## config.mk

```make
export PLATFORM = sky130hd
export DESIGN_NAME = muldiv_unit
export DESIGN_NICKNAME = d
export VERILOG_FILES = /design/src/rtl/muldiv_unit.sv
export SDC_FILE = /design/constraint.sdc
export NUM_CORES = 1
export LEC_CHECK = 0
export BUFFER_PORTS_ARGS = -buffer_cell sky130_fd_sc_hd__buf_4
export CORE_AREA = 2 2 193 195
export CTS_CLUSTER_SIZE = 10
export DETAILED_ROUTE_END_ITERATION = 10
export DIE_AREA = 0 0 195 197
export GPL_TIMING_DRIVEN = 0
export PLACE_DENSITY = 0.76
export SYNTH_ARGS = -nofsm -noshare
export SYNTH_HDL_FRONTEND = slang
export SYNTH_SLANG_ARGS = --single-unit
```

## constraint.sdc

```tcl
create_clock -name clk -period 6.3 [get_ports clk]
set_input_delay 0 -clock clk [delete_from_list [all_inputs] [get_ports clk]]
set_output_delay 0 -clock clk [all_outputs]
set_load 0.01 [all_outputs]
```

## src/rtl/muldiv_unit.sv

```systemverilog
// muldiv_unit: iterative MULT/MULTU/DIV/DIVU plus MTHI/MTLO feeding the HI/LO register write port
module muldiv_unit #(
  parameter int WIDTH = 32
) (
  input  logic             clk,
  input  logic             reset,
  input  logic             start,
  input  logic [2:0]       op,
  input  logic [WIDTH-1:0] in_a,
  input  logic [WIDTH-1:0] in_b,
  output logic             busy,
  output logic             write_hi,
  output logic             write_lo,
  output logic [WIDTH-1:0] data_hi,
  output logic [WIDTH-1:0] data_lo
);
  localparam int CW = $clog2(WIDTH);
  typedef enum logic [1:0] {IDLE, RUN, WRITE} state_t;
  state_t state, state_nxt;
  logic [CW-1:0]    count;
  logic [1:0]       op_r;
  logic [WIDTH-1:0] a_r, b_r, p_hi, p_lo;
  logic             accept, is_mul, a_neg, b_neg, ok, div0;
  logic [WIDTH-1:0] mag_a, mag_b, nxt_hi, nxt_lo, q_fix, r_fix, res_hi, res_lo;
  logic [WIDTH:0]   sum, trial;
  logic [2*WIDTH-1:0] prod, prod_fix;
  function automatic logic [WIDTH-1:0] magn(input logic [WIDTH-1:0] x, input logic s);
    return (s && x[WIDTH-1]) ? -x : x;
  endfunction
  // WRITE also accepts so moves can issue every cycle
  assign accept = (state != RUN) && start && (op < 3'd6);
  always_ff @(posedge clk or posedge reset)
    if (reset) state <= IDLE;
    else       state <= state_nxt;
  always_comb begin
    state_nxt = IDLE;
    if (state == RUN) state_nxt = (count == '0) ? WRITE : RUN;
    else if (accept)  state_nxt = op[2] ? WRITE : RUN;
  end
  always_comb busy = (state != IDLE);
  always_comb begin
    is_mul = ~op_r[1];
    a_neg  = ~op_r[0] & a_r[WIDTH-1];
    b_neg  = ~op_r[0] & b_r[WIDTH-1];
    mag_a  = a_neg ? -a_r : a_r;
    mag_b  = b_neg ? -b_r : b_r;
    sum    = {1'b0, p_hi} + (p_lo[0] ? {1'b0, mag_a} : '0);
    trial  = {p_hi, p_lo[WIDTH-1]} - {1'b0, mag_b};
    ok     = ~trial[WIDTH];
    nxt_hi = is_mul ? sum[WIDTH:1] : ok ? trial[WIDTH-1:0] : {p_hi[WIDTH-2:0], p_lo[WIDTH-1]};
    nxt_lo = is_mul ? {sum[0], p_lo[WIDTH-1:1]} : {p_lo[WIDTH-2:0], ok};
    prod     = {nxt_hi, nxt_lo};
    prod_fix = (a_neg ^ b_neg) ? -prod : prod;
    q_fix    = (a_neg ^ b_neg) ? -nxt_lo : nxt_lo;
    r_fix    = a_neg ? -nxt_hi : nxt_hi;
    div0     = (b_r == '0);
    res_hi   = is_mul ? prod_fix[2*WIDTH-1:WIDTH] : div0 ? a_r : r_fix;
    res_lo   = is_mul ? prod_fix[WIDTH-1:0] : div0 ? '1 : q_fix;
  end
  always_ff @(posedge clk or posedge reset)
    if (reset) begin
      count    <= '0;
      op_r     <= '0;
      a_r      <= '0;
      b_r      <= '0;
      p_hi     <= '0;
      p_lo     <= '0;
      write_hi <= 1'b0;
      write_lo <= 1'b0;
      data_hi  <= '0;
      data_lo  <= '0;
    end else begin
      write_hi <= 1'b0;
      write_lo <= 1'b0;
      if (accept) begin
        op_r  <= op[1:0];
        a_r   <= in_a;
        b_r   <= in_b;
        count <= CW'(WIDTH - 1);
        p_hi  <= '0;
        p_lo  <= op[1] ? magn(in_a, ~op[0]) : magn(in_b, ~op[0]);
        if (op == 3'd4) begin
          write_hi <= 1'b1;
          data_hi  <= in_a;
        end
        if (op == 3'd5) begin
          write_lo <= 1'b1;
          data_lo  <= in_a;
        end
      end else if (state == RUN) begin
        p_hi  <= nxt_hi;
        p_lo  <= nxt_lo;
        count <= count - 1'b1;
        if (count == '0) begin
          write_hi <= 1'b1;
          write_lo <= 1'b1;
          data_hi  <= res_hi;
          data_lo  <= res_lo;
        end
      end
    end
endmodule

```

After elaboration in Yosys (flattened, before gate mapping). Cells that the tools add are included.

Word-level logic and storage cells: 85. Register bits: 203. Input port bits: 70. Output and inout bits: 67.

Eq/ne operators: 6. Magnitude comparators: 1. Muxes and demuxes: 40. Bitwise gates (word level): 6. Reductions and logical operators: 11. Add/sub/neg operators: 10.

Operator list (count): two-way mux 32 bit (27); negator 32 bit (6); two-way mux 64 bit (1); negator 64 bit (1); adder 32 x 32 -> 33 bit (1); subtractor 33 x 32 -> 33 bit (1); logical NOT 32 bit (1); two-way mux 5 bit (2); two-way mux 2 bit (4); == test 3 bit (second input constant) (2); two-way mux 1 bit (6); != test 2 x 1 -> 1 bit (second input constant) (3); AND reduction 3 bit (2); nonzero test 2 bit (3); logical NOT 5 bit (1); subtractor 5 x 1 -> 5 bit (second input constant) (1); logical AND 1 bit (4); less-than comparator 3 bit (second input constant) (1); inverter 1 bit (3); bitwise AND 1 bit (2); == test 2 x 1 -> 1 bit (second input constant) (1); bitwise XOR 1 bit (1).

Longest topological paths before layout. Gate-level depths: netlist of the first run.

Depth in word-level cells: 13. Gate-level depth with buffers: 32.

Worst setup path after synthesis of the first run. No wires, ideal clock.

Path kind: register to register. Start: register b_r[2]. End: register data_hi[26]. Buffers on the path: 4. Cell stages (with the launch flop): 32. Data arrival time: 6.279 ns. Period minus slack after synthesis: 6.408 ns. Library setup time: 0.129 ns. Path slack: -0.108 ns. Cells stage by stage: dfrtp_1 -> nor3_1 -> nand3_1 -> nor2_1 -> and3_1 -> nand2_1 -> o41ai_1 -> xor2_1 -> ha_1 -> buf_6 -> a21o_1 -> o21bai_4 -> a311oi_4 -> o221ai_2 -> a21oi_2 -> buf_6 -> xnor2_1 -> clkbuf_1 -> nor2_1 -> a21oi_1 -> ha_1 -> o211ai_1 -> nor3_1 -> nand2_1 -> nor2_1 -> and2_0 -> and2_1 -> clkbuf_1 -> a31oi_1 -> xor2_1 -> a221oi_1 -> nand2_1.

Longest elaborated chain between the ends: 12. Elaborated cells on any way between the ends: 17.

Ends and longest elaborated chain: start: declaration (RTL line 22) `logic [WIDTH-1:0] a_r, b_r, p_hi, p_lo;`; start signal: assignment (RTL line 78) `b_r <= in_b;`; negator 32 bit (RTL line 46) `mag_b = b_neg ? -b_r : b_r;`; two-way mux 32 bit (RTL line 46); subtractor 33 x 32 -> 33 bit (RTL line 48) `trial = {p_hi, p_lo[WIDTH-1]} - {1'b0, mag_b};`; two-way mux 32 bit (2 in a row) (RTL line 50) `nxt_hi = is_mul ? sum[WIDTH:1] : ok ? trial[WIDTH-1:0] : {p_hi[WIDTH-2:0], p_lo[WIDTH-1]};`; negator 32 bit (RTL line 55) `r_fix = a_neg ? -nxt_hi : nxt_hi;`; two-way mux 32 bit (RTL line 55); two-way mux 32 bit (RTL line 57) `res_hi = is_mul ? prod_fix[2*WIDTH-1:WIDTH] : div0 ? a_r : r_fix;`; two-way mux 32 bit * (RTL line 57); two-way mux 32 bit * (RTL line 94) `if (count == '0) begin`; two-way mux 32 bit * (RTL line 90) `end else if (state == RUN) begin`; two-way mux 32 bit * (RTL line 75) `if (accept) begin`; end signal: assignment (RTL line 84) `data_hi <= in_a;`; end signal: assignment (RTL line 97) `data_hi <= res_hi;`; end: declaration (RTL line 14) `output logic [WIDTH-1:0] data_hi,`.

Mark *: on every way between the ends. The rest lies on a longest branch, timed or not. The select of a mux whose other input is x is not followed. A chain may end at the register's enable or synchronous reset.

Final worst setup path of the first run.
Start: register b_r[7]. End: register data_hi[16].

Same word-level chain as after synthesis.

==> metrics, run 1 <==
layout cells sized above 1 a little under a fifth; DR WL/cell just under 30 um; Core ar. around 0.036 mm^2; max-cap violation count 0; Hold Crit Class primary input to asynchronous set/reset pin; CTS Buf Count 26; Mean Syn Cell Area around 7.5 um^2; CTS tree done; area grow syn2layout 27.8%; synth top area cells dfrtp_1, nand2_1, xnor2_1; Reg clk slew, reported paths 60 ps; overall routing resource usage between 50% and 60%; period utilization 107%; Cell Area, Synth around 0.02 mm^2; register area share after synthesis 25.8%; Placed Cells ~3200; synthesized flop and latch total about 200; most frequent cells in the layout nand2_1, buf_4, dfrtp_1; port bufs roughly 130; Die Area approximately 0.038 mm^2; Yosys top cell by area dfrtp_1; Ports 137; kind of critical path register to register; fmax between 100 and 150 MHz; FFs w/ async S/R, synth 100%; CTS root buf clkbuf_16; Max-slew headroom around 17%; Crit-path slowest cell dfrtp_1; worst clock skew between 15 and 20 ps; worst-skew pair later-pin latency 580 ps; Ant. Diodes 0; # nets final approximately 3100; met3 GRT Util 13.7%; Setup violations, final 39; GR peak layer met2; vias in the first global route 23203; met2 GRT Util slightly below 80%; Synth Net Count 2781; first-pass GRT wire length roughly 140000 um; Slew @ Worst Pin ~1200 ps; CP peak stage delay around 440 ps; largest net degree at the start of global routing 120; Tmin final 6720 ps; maximum buffer depth of the clock tree 3; H-tree depth 1; initial core utilization 54.2%; post-synthesis cell type count 106; leading cell type in the layout, fill and taps excluded nand2_1; Main synth FF type dfrtp_1; M1 GR Usage between 50% and 60%; CP Data Required Time about 6700 ps; height of the die 197 um; setup ws final -420 ps; 1st-iter DRT viols approximately 3800; standard-cell rows 70; antenna-violating nets left 0; crit start category register; top-area cell type share of the netlist area 25.8%; DR DRC count 0; status finished with violations; routed vias/inst roughly 7; Cells after Synth between 2000 and 3000; Critical Path AT between 7000 and 8000 ps; Yosys warnings 0; grt ovf 0; largest fanout on the critical path 10; fin. max-slew vios 0; TNS Setup -8970 ps; drt first pass iters 8; initial antenna violation count 2; CTS sink count 203; EDFF count, synth 0; total number of vias roughly 25000; CP endpoint kind register; dpl hpwl ~74000 um; Fin. Hold Viols 0; RSZ-0062 raised after global routing yes; RePlAce Congestion approximately 1.0; final core occ between 60% and 70%; die width just under 200 um; Non-Filler Instances approximately 3500; DRT Wirelength between 100000 and 150000 um; failing checks setup timing
-- cells in the mapped netlist (42+ instances only) --
library cell  count
mux2i_1          50
o21ai_0         195
nor3_1           94
nand2_1         450
inv_1            42
dfrtp_1         203
ha_1             72
xor2_1           91
clkbuf_1        132
nand3_1          97
a21oi_1         182
xnor2_1         143
nor2_1          200
-- kinds of logic after synthesis --
| logic type | count (synthesis) | share of synthesized area, % |
|---|---|---|
| compound gates | 761 | 25.4 |
| fa+ha+maj | 74 | 4.78 |
| xor+xnor | 234 | 10.4 |
| buf+inv | 205 | 4.13 |
| simple gates | 1104 | 26.6 |
| flops | 203 | 25.8 |
| mux | 56 | 2.89 |
-- layout make-up --
type | count | area, um^2
Clock inverter | 5 | 27.5
Timing Repair Buffer | 324 | 2690
Multi-Input combinational cell | 2230 | 15200
Inverter | 43 | 169
Sequential cell | 203 | 5090
Tap cell | 468 | 586
Clock buffer | 34 | 732
Buffer | 156 | 697
Fill cell | 2880 | 11100
-- metrics by stage --
stage                     worst slack [ps]  area [um^2]  hold WS (ps)
after floorplan                       4.19        19700          89.1
after global placement               -2390        21200           227
after detailed placement             -2480        21300           113
after CTS                            -53.8        23900          15.2
after global routing                  -425        25100          58.1
final                                 -420        25100          32.3
-- flip-flops by register name, summed over array words and instances, names as in the netlist --
signal / flops
state: 2
op_r: 2
data_lo: 32
count: 5
write_hi: 1
data_hi: 32
p_hi: 32
write_lo: 1
p_lo: 32
b_r: 32
a_r: 32
-- worst paths after layout --
path                       slack (ps)  depth (start not counted)  startpoint           to
setup reg to reg                 -420                         32      b_r[7]  data_hi[16]
min in group clk                   50                          3    in_a[27]      a_r[27]
max in group asynchronous        5160                          4       reset      b_r[22]
hold / removal                     30                          3       reset  data_lo[12]
hold reg to reg                   490                          2  data_lo[4]   data_lo[4]
setup / recovery                 -420                         32      b_r[7]  data_hi[16]
-- what timing repair did --
item                                    CTS  global route
hold buffers                             70             0
cloned                                    0             2
setup buffers                            65            54
resized for setup                       138           168
endpoints found under the setup margin   54            49
pin swaps                                52            90
endpoints found under the hold margin   209             0
-- per-layer routing --
layer	vias to the layer above	wire length (um)
met5	-	0
met3	690	13800
met4	0	10700
li1	10302	-
met2	2268	43100
met1	11609	34200
-- worst max-delay path, delay by kind of cell, from the launching register on --
family | cells | cell delay, ps
simple gates | 14 | 2360
compound gates | 9 | 1800
xor+xnor | 3 | 740
buf+inv | 4 | 690
fa+ha+maj | 2 | 530
flops | 1 | 440
Power of run 1 is left out: the tool's default activity adds up to more than one toggle a clock period on the data nets, which glitch-free logic cannot reach.
==> run 2: changes to the inputs <==
--- a/config.mk
+++ b/config.mk
@@ -11,7 +11,7 @@
 export DETAILED_ROUTE_END_ITERATION = 10
 export DIE_AREA = 0 0 195 197
 export GPL_TIMING_DRIVEN = 0
-export PLACE_DENSITY = 0.76
+export PLACE_DENSITY = 0.73
 export SYNTH_ARGS = -nofsm -noshare
 export SYNTH_HDL_FRONTEND = slang
 export SYNTH_SLANG_ARGS = --single-unit
==> constraint.sdc (replaced) <==
create_clock -name clk -period 8.7 [get_ports clk]
set_input_delay 0 -clock clk [delete_from_list [all_inputs] [get_ports clk]]
set_output_delay 0 -clock clk [all_outputs]
set_load 0.01 [all_outputs]
==> metrics, run 2 (synthesis results as in run 1) <==
fmax 117 MHz (was 149 MHz); CTS Buf Count 26 (unchanged); initial core utilization 54.2% (unchanged); worst clock skew 38.7 ps (was 16.7 ps); routed vias/inst 6.98 (was 7.18); Fin. Hold Viols 0 (unchanged); area grow syn2layout 16.2% (was 27.8%); CTS tree done (unchanged); layout cells sized above 1 8.89% (was 18.6%); r2r setup slk 140 ps (was -420 ps); largest net degree at the start of global routing 120 (unchanged); dpl hpwl 73000 um (was 73700 um); drt first pass iters 8 (unchanged); Ant. Diodes 0 (unchanged); Tmin final 8560 ps (was 6720 ps); GR peak layer met2 (unchanged); Reg clk slew, reported paths 60 ps (about the same); r2r worst-path depth 28 (was 32); period utilization 98.4% (was 107%); CP peak stage delay 580 ps (was 440 ps); grt ovf 0 (unchanged); die width 195 um (unchanged); CP Data Required Time 9150 ps (was 6740 ps); FILL cells 3241 (was 2880); standard-cell rows 70 (unchanged); total number of vias 23381 (was 24869); RSZ-0062 raised after global routing no (was yes); worst r2r dst data_hi[22] (was data_hi[16]); final instance area 0.0228 mm^2 (was 0.0251 mm^2); DR DRC count 0 (unchanged); max-cap violation count 0 (unchanged); Slew @ Worst Pin 1160 ps (was 1230 ps); setup ws final 135 ps (was -420 ps); overall routing resource usage 48.0% (was 50.5%); DRT Wirelength 94500 um (was 102000 um); met3 GRT Util 13.6% (was 13.7%); fin. max-slew vios 0 (unchanged); RePlAce Congestion 1.05 (was 1.03); hold_ws 46.3 ps (was 32.3 ps); post-CTS setup buffers 0 (was 65); Setup violations, final 0 (was 39); M1 GR Usage 57.7% (was 59.5%); vias in the first global route 22299 (was 23203); most frequent cells in the layout nand2_1, dfrtp_1, nor2_1 (was nand2_1, buf_4, dfrtp_1); first-pass GRT wire length 138000 um (was 145000 um); CP endpoint kind register (unchanged); R2R Path Start b_r[22] (was b_r[7]); H-tree depth 1 (unchanged); Cell Area, Placed 0.0213 mm^2 (about the same); 1st-iter DRT viols 3090 (was 3750); Core ar. 0.0363 mm^2 (unchanged); Hold Crit Class primary input to asynchronous set/reset pin (unchanged); CTS root buf clkbuf_16 (unchanged); leading cell type in the layout, fill and taps excluded nand2_1 (unchanged); largest fanout on the critical path 10 (unchanged); crit start category register (unchanged); Crit-path slowest cell or4_1 (was dfrtp_1); # nets final 3014 (was 3128); maximum buffer depth of the clock tree 3 (unchanged); Critical Path AT 9010 ps (was 7160 ps); initial antenna violation count 1 (was 2); CTS sink count 203 (unchanged); Max-slew headroom 22.5% (was 16.6%); Ports 137 (unchanged); status complete, no violations (was finished with violations); Die Area 0.0384 mm^2 (unchanged); port bufs 132 (unchanged); kind of critical path register to register (unchanged); height of the die 197 um (unchanged); Crit path top cell by count nor2_1; worst-skew pair later-pin latency 580 ps (about the same); met2 GRT Util 73.3% (was 77.2%); DR WL/cell 28.2 um (was 29.4 um); worst slack, placed -288 ps (was -2480 ps); antenna-violating nets left 0 (unchanged)
[run 2: through the flow]
| stage | instances | TNS (ps) | utilization [%] |
|---|---|---|---|
| 4_1_cts | 3349 | 0 | 62.9 |
| 3_3_place_gp | 3237 | -440 | 58.6 |
| 2_1_floorplan | 2637 | 0 | - |
| 3_5_place_dp | 3239 | -1130 | 58.7 |
| 5_1_grt | 3349 | 0 | 63.0 |
| 6_report | 3349 | 0 | 63.0 |
[run 2: final cells by class]
cell class | count | area (um^2) | share of cell area [%]
repair buffers | 205 | 1740 | 7.60
clock inverters | 6 | 91.3 | 0.400
inverters | 43 | 169 | 0.739
flip-flops and latches | 203 | 5080 | 22.2
clock buffers | 33 | 707 | 3.09
well taps | 468 | 586 | 2.56
plain buffers | 162 | 654 | 2.86
multi-input cells | 2229 | 13800 | 60.5
[run 2: per-layer routing]
layer	wire [um]	up-vias
met5	14	-
met2	40300	1779
li1	-	10063
met3	12100	473
met1	33700	11064
met4	8310	2
[run 2: how the worst max path moves through the flow]
stage / depth (start not counted) / slack [ps] / start / end
6_report: 28 / 140 / b_r[22] / data_hi[22]
5_1_grt: 29 / 40 / b_r[22] / data_hi[16]
2_1_floorplan: 31 / 2290 / b_r[2] / data_hi[26]
4_1_cts: 30 / 110 / b_r[2] / data_hi[16]
3_3_place_gp: 31 / -220 / b_r[2] / data_hi[22]
3_5_place_dp: 29 / -290 / b_r[2] / data_hi[22]
[run 2: critical path: cells and delay by family, from the launching register on]
kind	cells	cell delay, ps
xor+xnor	3	870
buf+inv	3	820
simple gates	13	3950
fa+ha+maj	2	540
flops	1	430
compound gates	7	1840
[run 2: what timing repair did]
item	in CTS	in global routing
hold buffers	71	0
setup endpoints to repair	10	16
gates resized for setup	2	9
endpoints found under the hold margin	213	0
Power of run 2 is left out for the same reason.
